**config.mk**
```make
export PLATFORM = sky130hd
export DESIGN_NAME = nibble_pack_arbiter_flat
export DESIGN_NICKNAME = d
export VERILOG_FILES = /design/src/rtl/nibble_pack_arbiter_if.sv /design/src/rtl/nibble_pack_arbiter.sv /design/src/flat_wrapper.sv
export SDC_FILE = /design/constraint.sdc
export NUM_CORES = 1
export LEC_CHECK = 0
export BUFFER_PORTS_ARGS = -buffer_cell sky130_fd_sc_hd__buf_2
export CAP_MARGIN = 20
export CORE_UTILIZATION = 35
export DETAILED_ROUTE_END_ITERATION = 8
export GPL_TIMING_DRIVEN = 0
export SLEW_MARGIN = 30
export SYNTH_ARGS = -nofsm -noshare
export SYNTH_HDL_FRONTEND = slang
export SYNTH_SLANG_ARGS = --single-unit
```
**constraint.sdc**
```tcl
create_clock -name clk -period 7.62 [get_ports clk]
set_input_delay 0.381 -clock clk [delete_from_list [all_inputs] [get_ports clk]]
set_output_delay 0.381 -clock clk [all_outputs]
set_load 0.05 [all_outputs]
```
**src/rtl/nibble_pack_arbiter_if.sv**
```systemverilog
// Bundle of the requester-side nibble beats and the downstream packed-byte stream.
// The slave modport is the arbiter's view; master is the environment's view.
interface nibble_pack_arbiter_if #(
    parameter int NUM_REQ  = 4,
    parameter int NIBBLE_W = 4,
    parameter int ID_W     = 2
);
    logic [NUM_REQ-1:0]          req_valid;
    logic [NUM_REQ-1:0]          req_ready;
    logic [NUM_REQ*NIBBLE_W-1:0] req_a;
    logic [NUM_REQ*NIBBLE_W-1:0] req_b;
    logic [NUM_REQ-1:0]          req_last;
    logic                        out_valid;
    logic                        out_ready;
    logic [2*NIBBLE_W-1:0]       out;
    logic [ID_W-1:0]             out_id;
    logic                        out_last;

    modport master (
        output req_valid, req_a, req_b, req_last, out_ready,
        input  req_ready, out_valid, out, out_id, out_last
    );

    modport slave (
        input  req_valid, req_a, req_b, req_last, out_ready,
        output req_ready, out_valid, out, out_id, out_last
    );
endinterface

```
**src/rtl/nibble_pack_arbiter.sv**
```systemverilog
// Round-robin arbiter with packet lock feeding a single registered slot that packs
// {b, a} nibbles from the granted requester into one byte.
module nibble_pack_arbiter #(
    parameter int NUM_REQ  = 4,
    parameter int NIBBLE_W = 4,
    parameter int ID_W     = 2
) (
    input  logic                  clk,
    input  logic                  rst,
    nibble_pack_arbiter_if.slave  bus
);
    localparam int OUT_W = 2 * NIBBLE_W;
    localparam int IDX_W = (NUM_REQ > 1) ? $clog2(NUM_REQ) : 1;

    typedef enum logic [0:0] {
        ST_ARB = 1'b0,
        ST_OWN = 1'b1
    } state_t;

    state_t             state_q, state_d;
    logic [IDX_W-1:0]   ptr_q, ptr_d;
    logic [IDX_W-1:0]   owner_q, owner_d;
    logic               out_valid_q, out_valid_d;
    logic [OUT_W-1:0]   out_q, out_d;
    logic [ID_W-1:0]    out_id_q, out_id_d;
    logic               out_last_q, out_last_d;

    logic               load_s;
    logic               found_s;
    logic [IDX_W-1:0]   cand_s;
    logic [IDX_W-1:0]   winner_s;
    logic [IDX_W-1:0]   grant_id_s;
    logic               grant_vld_s;
    logic [IDX_W-1:0]   grant_inc_s;
    logic [NUM_REQ-1:0] req_ready_s;
    logic               accept_s;

    logic [NIBBLE_W-1:0] a_arr_s [NUM_REQ];
    logic [NIBBLE_W-1:0] b_arr_s [NUM_REQ];

    for (genvar g = 0; g < NUM_REQ; g++) begin : g_unpack
        assign a_arr_s[g] = bus.req_a[g*NIBBLE_W +: NIBBLE_W];
        assign b_arr_s[g] = bus.req_b[g*NIBBLE_W +: NIBBLE_W];
    end

    // The slot may take a new byte when it is empty or being drained this cycle.
    assign load_s = !out_valid_q || bus.out_ready;

    // Round-robin search: first valid requester at or after the pointer, wrapping.
    always_comb begin
        found_s  = 1'b0;
        winner_s = ptr_q;
        cand_s   = {IDX_W{1'b0}};
        for (int k = 0; k < NUM_REQ; k++) begin
            cand_s = IDX_W'((int'(ptr_q) + k) % NUM_REQ);
            if (!found_s && bus.req_valid[cand_s]) begin
                found_s  = 1'b1;
                winner_s = cand_s;
            end else begin
                found_s  = found_s;
            end
        end
    end

    // Output process of the FSM: the locked owner bypasses the search entirely.
    always_comb begin
        grant_id_s  = winner_s;
        grant_vld_s = 1'b0;
        req_ready_s = {NUM_REQ{1'b0}};
        case (state_q)
            ST_ARB: begin
                grant_id_s  = winner_s;
                grant_vld_s = found_s;
            end
            ST_OWN: begin
                grant_id_s  = owner_q;
                grant_vld_s = 1'b1;
            end
            default: begin
                grant_id_s  = winner_s;
                grant_vld_s = 1'b0;
            end
        endcase
        if (!rst && load_s && grant_vld_s) begin
            req_ready_s[grant_id_s] = 1'b1;
        end else begin
            req_ready_s = {NUM_REQ{1'b0}};
        end
    end

    assign accept_s    = |(req_ready_s & bus.req_valid);
    assign grant_inc_s = (grant_id_s == IDX_W'(NUM_REQ - 1)) ? {IDX_W{1'b0}}
                                                             : grant_id_s + IDX_W'(1);

    // Next-state process: load the slot on accept, drop valid on an idle drain.
    always_comb begin
        state_d     = state_q;
        ptr_d       = ptr_q;
        owner_d     = owner_q;
        out_valid_d = out_valid_q;
        out_d       = out_q;
        out_id_d    = out_id_q;
        out_last_d  = out_last_q;
        if (accept_s) begin
            out_valid_d = 1'b1;
            out_d       = {b_arr_s[grant_id_s], a_arr_s[grant_id_s]};
            out_id_d    = ID_W'(grant_id_s);
            out_last_d  = bus.req_last[grant_id_s];
            if (bus.req_last[grant_id_s]) begin
                state_d = ST_ARB;
                ptr_d   = grant_inc_s;
            end else begin
                state_d = ST_OWN;
                owner_d = grant_id_s;
            end
        end else if (load_s) begin
            out_valid_d = 1'b0;
        end else begin
            out_valid_d = out_valid_q;
        end
    end

    // State register; reset abandons any locked packet.
    always_ff @(posedge clk) begin
        if (rst) begin
            state_q     <= ST_ARB;
            ptr_q       <= {IDX_W{1'b0}};
            owner_q     <= {IDX_W{1'b0}};
            out_valid_q <= 1'b0;
            out_q       <= {OUT_W{1'b0}};
            out_id_q    <= {ID_W{1'b0}};
            out_last_q  <= 1'b0;
        end else begin
            state_q     <= state_d;
            ptr_q       <= ptr_d;
            owner_q     <= owner_d;
            out_valid_q <= out_valid_d;
            out_q       <= out_d;
            out_id_q    <= out_id_d;
            out_last_q  <= out_last_d;
        end
    end

    assign bus.req_ready = req_ready_s;
    assign bus.out_valid = out_valid_q;
    assign bus.out       = out_q;
    assign bus.out_id    = out_id_q;
    assign bus.out_last  = out_last_q;
endmodule

```
**src/flat_wrapper.sv**
```systemverilog
// flat-port wrapper written by rule: the top's interface ports become plain ports
module nibble_pack_arbiter_flat 
#(
    parameter int NUM_REQ  = 4,
    parameter int NIBBLE_W = 4,
    parameter int ID_W     = 2
)
  (clk, rst, bus_req_valid, bus_req_a, bus_req_b, bus_req_last, bus_out_ready, bus_req_ready, bus_out_valid, bus_out, bus_out_id, bus_out_last);
  nibble_pack_arbiter_if #(.NUM_REQ(NUM_REQ), .NIBBLE_W(NIBBLE_W), .ID_W(ID_W)) bus_i ();
  input  logic clk;
  input  logic rst;
  input wire logic [$bits(bus_i.req_valid)-1:0] bus_req_valid;
  input wire logic [$bits(bus_i.req_a)-1:0] bus_req_a;
  input wire logic [$bits(bus_i.req_b)-1:0] bus_req_b;
  input wire logic [$bits(bus_i.req_last)-1:0] bus_req_last;
  input wire logic [$bits(bus_i.out_ready)-1:0] bus_out_ready;
  output wire logic [$bits(bus_i.req_ready)-1:0] bus_req_ready;
  output wire logic [$bits(bus_i.out_valid)-1:0] bus_out_valid;
  output wire logic [$bits(bus_i.out)-1:0] bus_out;
  output wire logic [$bits(bus_i.out_id)-1:0] bus_out_id;
  output wire logic [$bits(bus_i.out_last)-1:0] bus_out_last;
  assign bus_i.req_valid = bus_req_valid;
  assign bus_i.req_a = bus_req_a;
  assign bus_i.req_b = bus_req_b;
  assign bus_i.req_last = bus_req_last;
  assign bus_i.out_ready = bus_out_ready;
  assign bus_req_ready = bus_i.req_ready;
  assign bus_out_valid = bus_i.out_valid;
  assign bus_out = bus_i.out;
  assign bus_out_id = bus_i.out_id;
  assign bus_out_last = bus_i.out_last;
  nibble_pack_arbiter #(.NUM_REQ(NUM_REQ), .NIBBLE_W(NIBBLE_W), .ID_W(ID_W)) u_core (.clk(clk), .rst(rst), .bus(bus_i));
endmodule
```
# Yosys cells after proc, flatten, opt, wreduce, memory -nomap -nowiden
# Cells that the tools add are included.
dict set report totals {
  ff_bits 17
  output_inout_bits 16
  word_cells 71
}
dict set report op_classes {
  n_mux 32
  n_lt_le_gt_ge 7
  reduce_logical 16
  bitwise 4
  addsub 4
  eq_ne 1
}
# operator count
set op_table {}
lappend op_table {{4-bit 2-to-1 mux} 5}
lappend op_table {{4-bit binary-select mux with 2-bit select} 2}
lappend op_table {{2-bit by 3-bit < comparator with 1-bit output, second input constant} 5}
lappend op_table {{1-bit 2-to-1 mux} 13}
lappend op_table {{1-bit binary-select mux with 2-bit select} 5}
lappend op_table {{2-bit 2-to-1 mux} 4}
lappend op_table {{1-bit logical AND} 6}
lappend op_table {{1-bit zero test} 5}
lappend op_table {{2-bit by 1-bit adder with 2-bit output, second input constant} 2}
lappend op_table {{2-bit adder, second input constant} 2}
lappend op_table {{4-bit bitwise AND} 1}
lappend op_table {{2-bit case mux with 2 select lines} 1}
lappend op_table {{2-bit AND reduction} 2}
lappend op_table {{4-bit OR reduction} 1}
lappend op_table {{3-bit >= comparator, second input constant} 1}
lappend op_table {{2-bit inverter with 3-bit output} 1}
lappend op_table {{1-bit demux with 2-bit select} 1}
lappend op_table {{2-bit equality test, second input constant} 1}
lappend op_table {{2-bit by 1-bit >= comparator with 1-bit output, second input constant} 1}
lappend op_table {{1-bit inverter} 2}
lappend op_table {{1-bit case mux with 2 select lines} 1}
lappend op_table {{2-bit nonzero test} 1}
lappend op_table {{1-bit logical OR} 1}

# Longest topological paths before layout
dict set report depth {
  depth_word 21
  mapped_depth 12
  mapped_depth_nobuf 11
}

# Least setup slack after synthesis
# Ideal clock, no wire load.
dict set report synth_path {
  path_kind {reg2reg}
  start {register u_core.ptr_q[1]}
  end {register u_core.ptr_q[0]}
  stages_incl_launch_ff 13
  period_less_slack_ps 2738
  t_arrival_ps 2615
  setup_slack_ps 4882
  cell_sequence {dfxtp_1 -> buf_2 -> nand2b_1 -> o221ai_2 -> o2111ai_2 -> buf_2 -> inv_1 -> ha_1 -> a22oi_1 -> a211o_1 -> a21oi_1 -> a2bb2oi_4 -> mux2_1}
}
dict set report synth_between {
  elab_chain_len 21
}
# element line
set synth_lines {}
lappend synth_lines {{start: declaration} nibble_pack_arbiter.sv:21} ;# logic [IDX_W-1:0] ptr_q, ptr_d;
lappend synth_lines {{start signal: assignment} nibble_pack_arbiter.sv:127} ;# ptr_q <= {IDX_W{1'b0}};
lappend synth_lines {{start signal: assignment} nibble_pack_arbiter.sv:135} ;# ptr_q <= ptr_d;
lappend synth_lines {{branches (longest 11 deep; another with 2-bit by 1-bit adder with 2-bit output)} n/a}
lappend synth_lines {{2-bit 2-to-1 mux (*)} nibble_pack_arbiter.sv:56} ;# if (!found_s && bus.req_valid[cand_s]) begin
lappend synth_lines {{2-bit case mux with 2 select lines (*)} nibble_pack_arbiter.sv:70} ;# case (state_q)
lappend synth_lines {{named net u_core.grant_id_s[0]} nibble_pack_arbiter.sv:32} ;# logic [IDX_W-1:0] grant_id_s;
lappend synth_lines {{2-bit by 3-bit < comparator with 1-bit output (not written as such) / 2-bit by 1-bit >= comparator with 1-bit output (equally long branches)} nibble_pack_arbiter.sv:85} ;# req_ready_s[grant_id_s] = 1'b1;
lappend synth_lines {{1-bit logical AND (not written as such)} nibble_pack_arbiter.sv:85}
lappend synth_lines {{1-bit 2-to-1 mux (not written as such)} nibble_pack_arbiter.sv:85}
lappend synth_lines {{1-bit demux with 2-bit select} n/a}
lappend synth_lines {{4-bit 2-to-1 mux} nibble_pack_arbiter.sv:84} ;# if (!rst && load_s && grant_vld_s) begin
lappend synth_lines {{4-bit bitwise AND} nibble_pack_arbiter.sv:91} ;# assign accept_s = |(req_ready_s & bus.req_valid);
lappend synth_lines {{4-bit OR reduction} nibble_pack_arbiter.sv:91}
lappend synth_lines {{2-bit AND reduction (no source line)} n/a}
# Mark *: on every way through the listed nets, which the timed path passes. The select of a mux whose other input is x is not followed.
# A chain may end at the register's enable or synchronous reset.

# Worst setup path after layout
# Ends and elaborated chain as after synthesis.

==> impl_metrics.ini <==
[outcome]
outcome = finished clean

[job]
max_cap_viol_count = 0

[grt]
grtUsageTotal_pct = 18.9
grt_first_pass_wirelength_um = 6060
grt_pass1_vias = 1343
grt_max_degree = 12
gr-total-overflow = 0
antenna_found_initial = 0

[sta]
timing.final.crit_period_ns = 3.16
fmax_mhz = 316
setup_violations = 0
worst_slack_ns = 4.46
maxSlewViolCount = 0
rsz0062_at_grt = false
relSlewSlack_pct = 69.9
hold_viol_final = 0
min_period_over_period_pct = 41.5
setup-tns-final_ns = 0
skew_ns = 0.00476
worst_pin_slew_ns = 0.451

[critical_path]
startpoint = u_core.ptr_q[1]
cp-start-kind = flip-flop
path_common_cell = buf_2
path_cells = buf_2 > nand2b_1 > o221ai_2 > o2111ai_2 > buf_2 > inv_1 > ha_1 > a22oi_1 > a211o_1 > a21oi_1 > a2bb2oi_4 > mux2_1
worstSetupPathType = reg2reg
regToRegStartpoint = u_core.ptr_q[1]
crit_path_max_fanout = 10
end_kind = flip-flop
max_stage_delay_ns = 0.36
slowest_stage = buf_2
cp.required_ns = 7.76
critPathArrivalTime_ns = 3.31

[clock_network]
root_buffer = clkbuf_8
cts_tree = yes
clk_latency_ns = 0.25
h-tree-depth = 1
clk_path_buf_depth = 2
ctsResizeCount = 0
post_cts_buffers = 0
cts_hold_buf = 0
path_clk_slew_ns = 0.07
cts_inserted_buffers = 3
clkSinkCount = 17

[yosys]
synth_ff_type = dfxtp_1
synth_edf_count = 0
syn_nets = 183
ys_seq_area_share_pct = 25.8
synth_cells = 136
syn_area_per_cell_um2 = 9.71
synth_top_area_share_pct = 25.8
synth_common_cells = 17 x dfxtp_1, 17 x mux2i_1, 8 x nand3b_1, 8 x nor2_1, 8 x o221ai_1
async_flop_share_pct = 0
yosys.cell_types.count = 43
yosys_warnings = 0
synth_area_um2 = 1320
yosys.area.top_type = dfxtp_1
ys_top_cells_by_area = dfxtp_1 26%, mux2i_1 13%, o221ai_1 5.3%
synth-seq-cells = 17

[routing]
vias_per_cell = 5.16
dr.first_iter.drc_count = 46
wl_per_cell_um = 14.4
dr.pass1.iters = 4
ant_nets = 0
drc = 0
drt-total-wl_um = 3500
vias = 1260

[place]
hpwl_um = 2740
place_congestion = 0.785
pre_cts_ws_ns = 4.36
dp_cells = 240
portBuffers = 58

[hold_path]
hold_class = in2reg
worstHoldStart = bus_req_a[14]

[die]
die_h_um = 63.4
coreArea_um2 = 3470
dieArea_um2 = 4020
initial_core_util_pct = 38.1
fp.dieW_um = 63.4
io_pins = 59
rows = 21

[layout]
utilization_pct = 49.4
antenna_cells = 0
drive_above_1_share_pct = 40.9
layout.nets = 246
synthToLayoutAreaGrowth_pct = 29.9
fillers = 358
fin_cells = 244

[power_and_ir_drop]
peakVddDrop_uv = 149
leakagePower_uw = 0.000815
total_power_uw = 688
p_per_area_nw_per_um2 = 401
through the flow:
step / instance area, um^2 / hold WS, ns
2_1_floorplan: 1320 / 0.489
3_3_place_gp: 1670 / 0.451
3_5_place_dp: 1670 / 0.454
4_1_cts: 1710 / 0.425
5_1_grt: 1710 / 0.454
6_report: 1710 / 0.420
final cells by class:
class / count / area (um^2) / area share [%]
clock buffers: 3 / 41.3 / 2.41
repair buffers: 58 / 290 / 16.9
inverters: 4 / 15.0 / 0.876
multi-input cells: 108 / 927 / 54.1
flip-flops and latches: 17 / 340 / 19.9
plain buffers: 7 / 37.5 / 2.19
clock inverters: 1 / 5.00 / 0.292
well taps: 46 / 57.6 / 3.36
worst max-delay path: cells and delay by family, from the launching register on:
kind,cells,cell delay [ns]
flip-flops,1,0.33
AO/OA/AOI/OAI,6,1.27
adder cells (fa/ha/maj),1,0.23
buffers and inverters,3,0.72
multiplexers,1,0.33
AND/OR/NAND/NOR,1,0.15
state kept, by name, summed over array words and instances (netlist names):
name                  cells
u_core.bus.out_id         2
u_core.bus.out_last       1
u_core.bus.out            8
u_core.ptr_q              2
u_core.state_q            1
u_core.owner_q            2
u_core.bus.out_valid      1
kinds of logic after synthesis:
| family | share of synthesized area (%) |
|---|---|
| and+or+nand+nor | 22.6 |
| AOI/OAI and AO/OA | 25.1 |
| muxes | 18.8 |
| DFF | 25.8 |
| buffers and inverters | 3.98 |
| adders and majority gates | 3.79 |
final timing paths:
| path | endpoint | slack [ns] | cells after the start |
|---|---|---|---|
| max | u_core.ptr_q[0] | 4.46 | 12 |
| min | u_core.bus.out[2] | 0.42 | 3 |
| max reg2reg | u_core.ptr_q[0] | 4.46 | 12 |
| min reg2reg | u_core.bus.out_id[1] | 0.47 | 2 |
report_power, final:
part / switching, uW / internal, uW
Sequential: 16.4 / 118
Combinational: 304 / 181
Clock: 32.0 / 36.3
routing by layer:
layer  track usage (%)  part of all wire [%]
met2              32.4                    49
met5                 0                     0
met3              5.07                   5.9
met4              3.13                  0.23
met1              23.8                    44
cells in the final DEF, fill, tap and decap left out, types with 4 or more instances in the layout:
cell and instances:
nor2_1 8, buf_2 61, nand3b_1 8, a21oi_1 6
mux2i_1 17, nand2_1 4, and2_1 6, nor2b_1 7
nand2b_1 4, inv_1 4, dfxtp_1 17, ha_1 4
o221ai_1 8, nor3_1 5
Note: power is estimated with default switching activity, not from simulation.
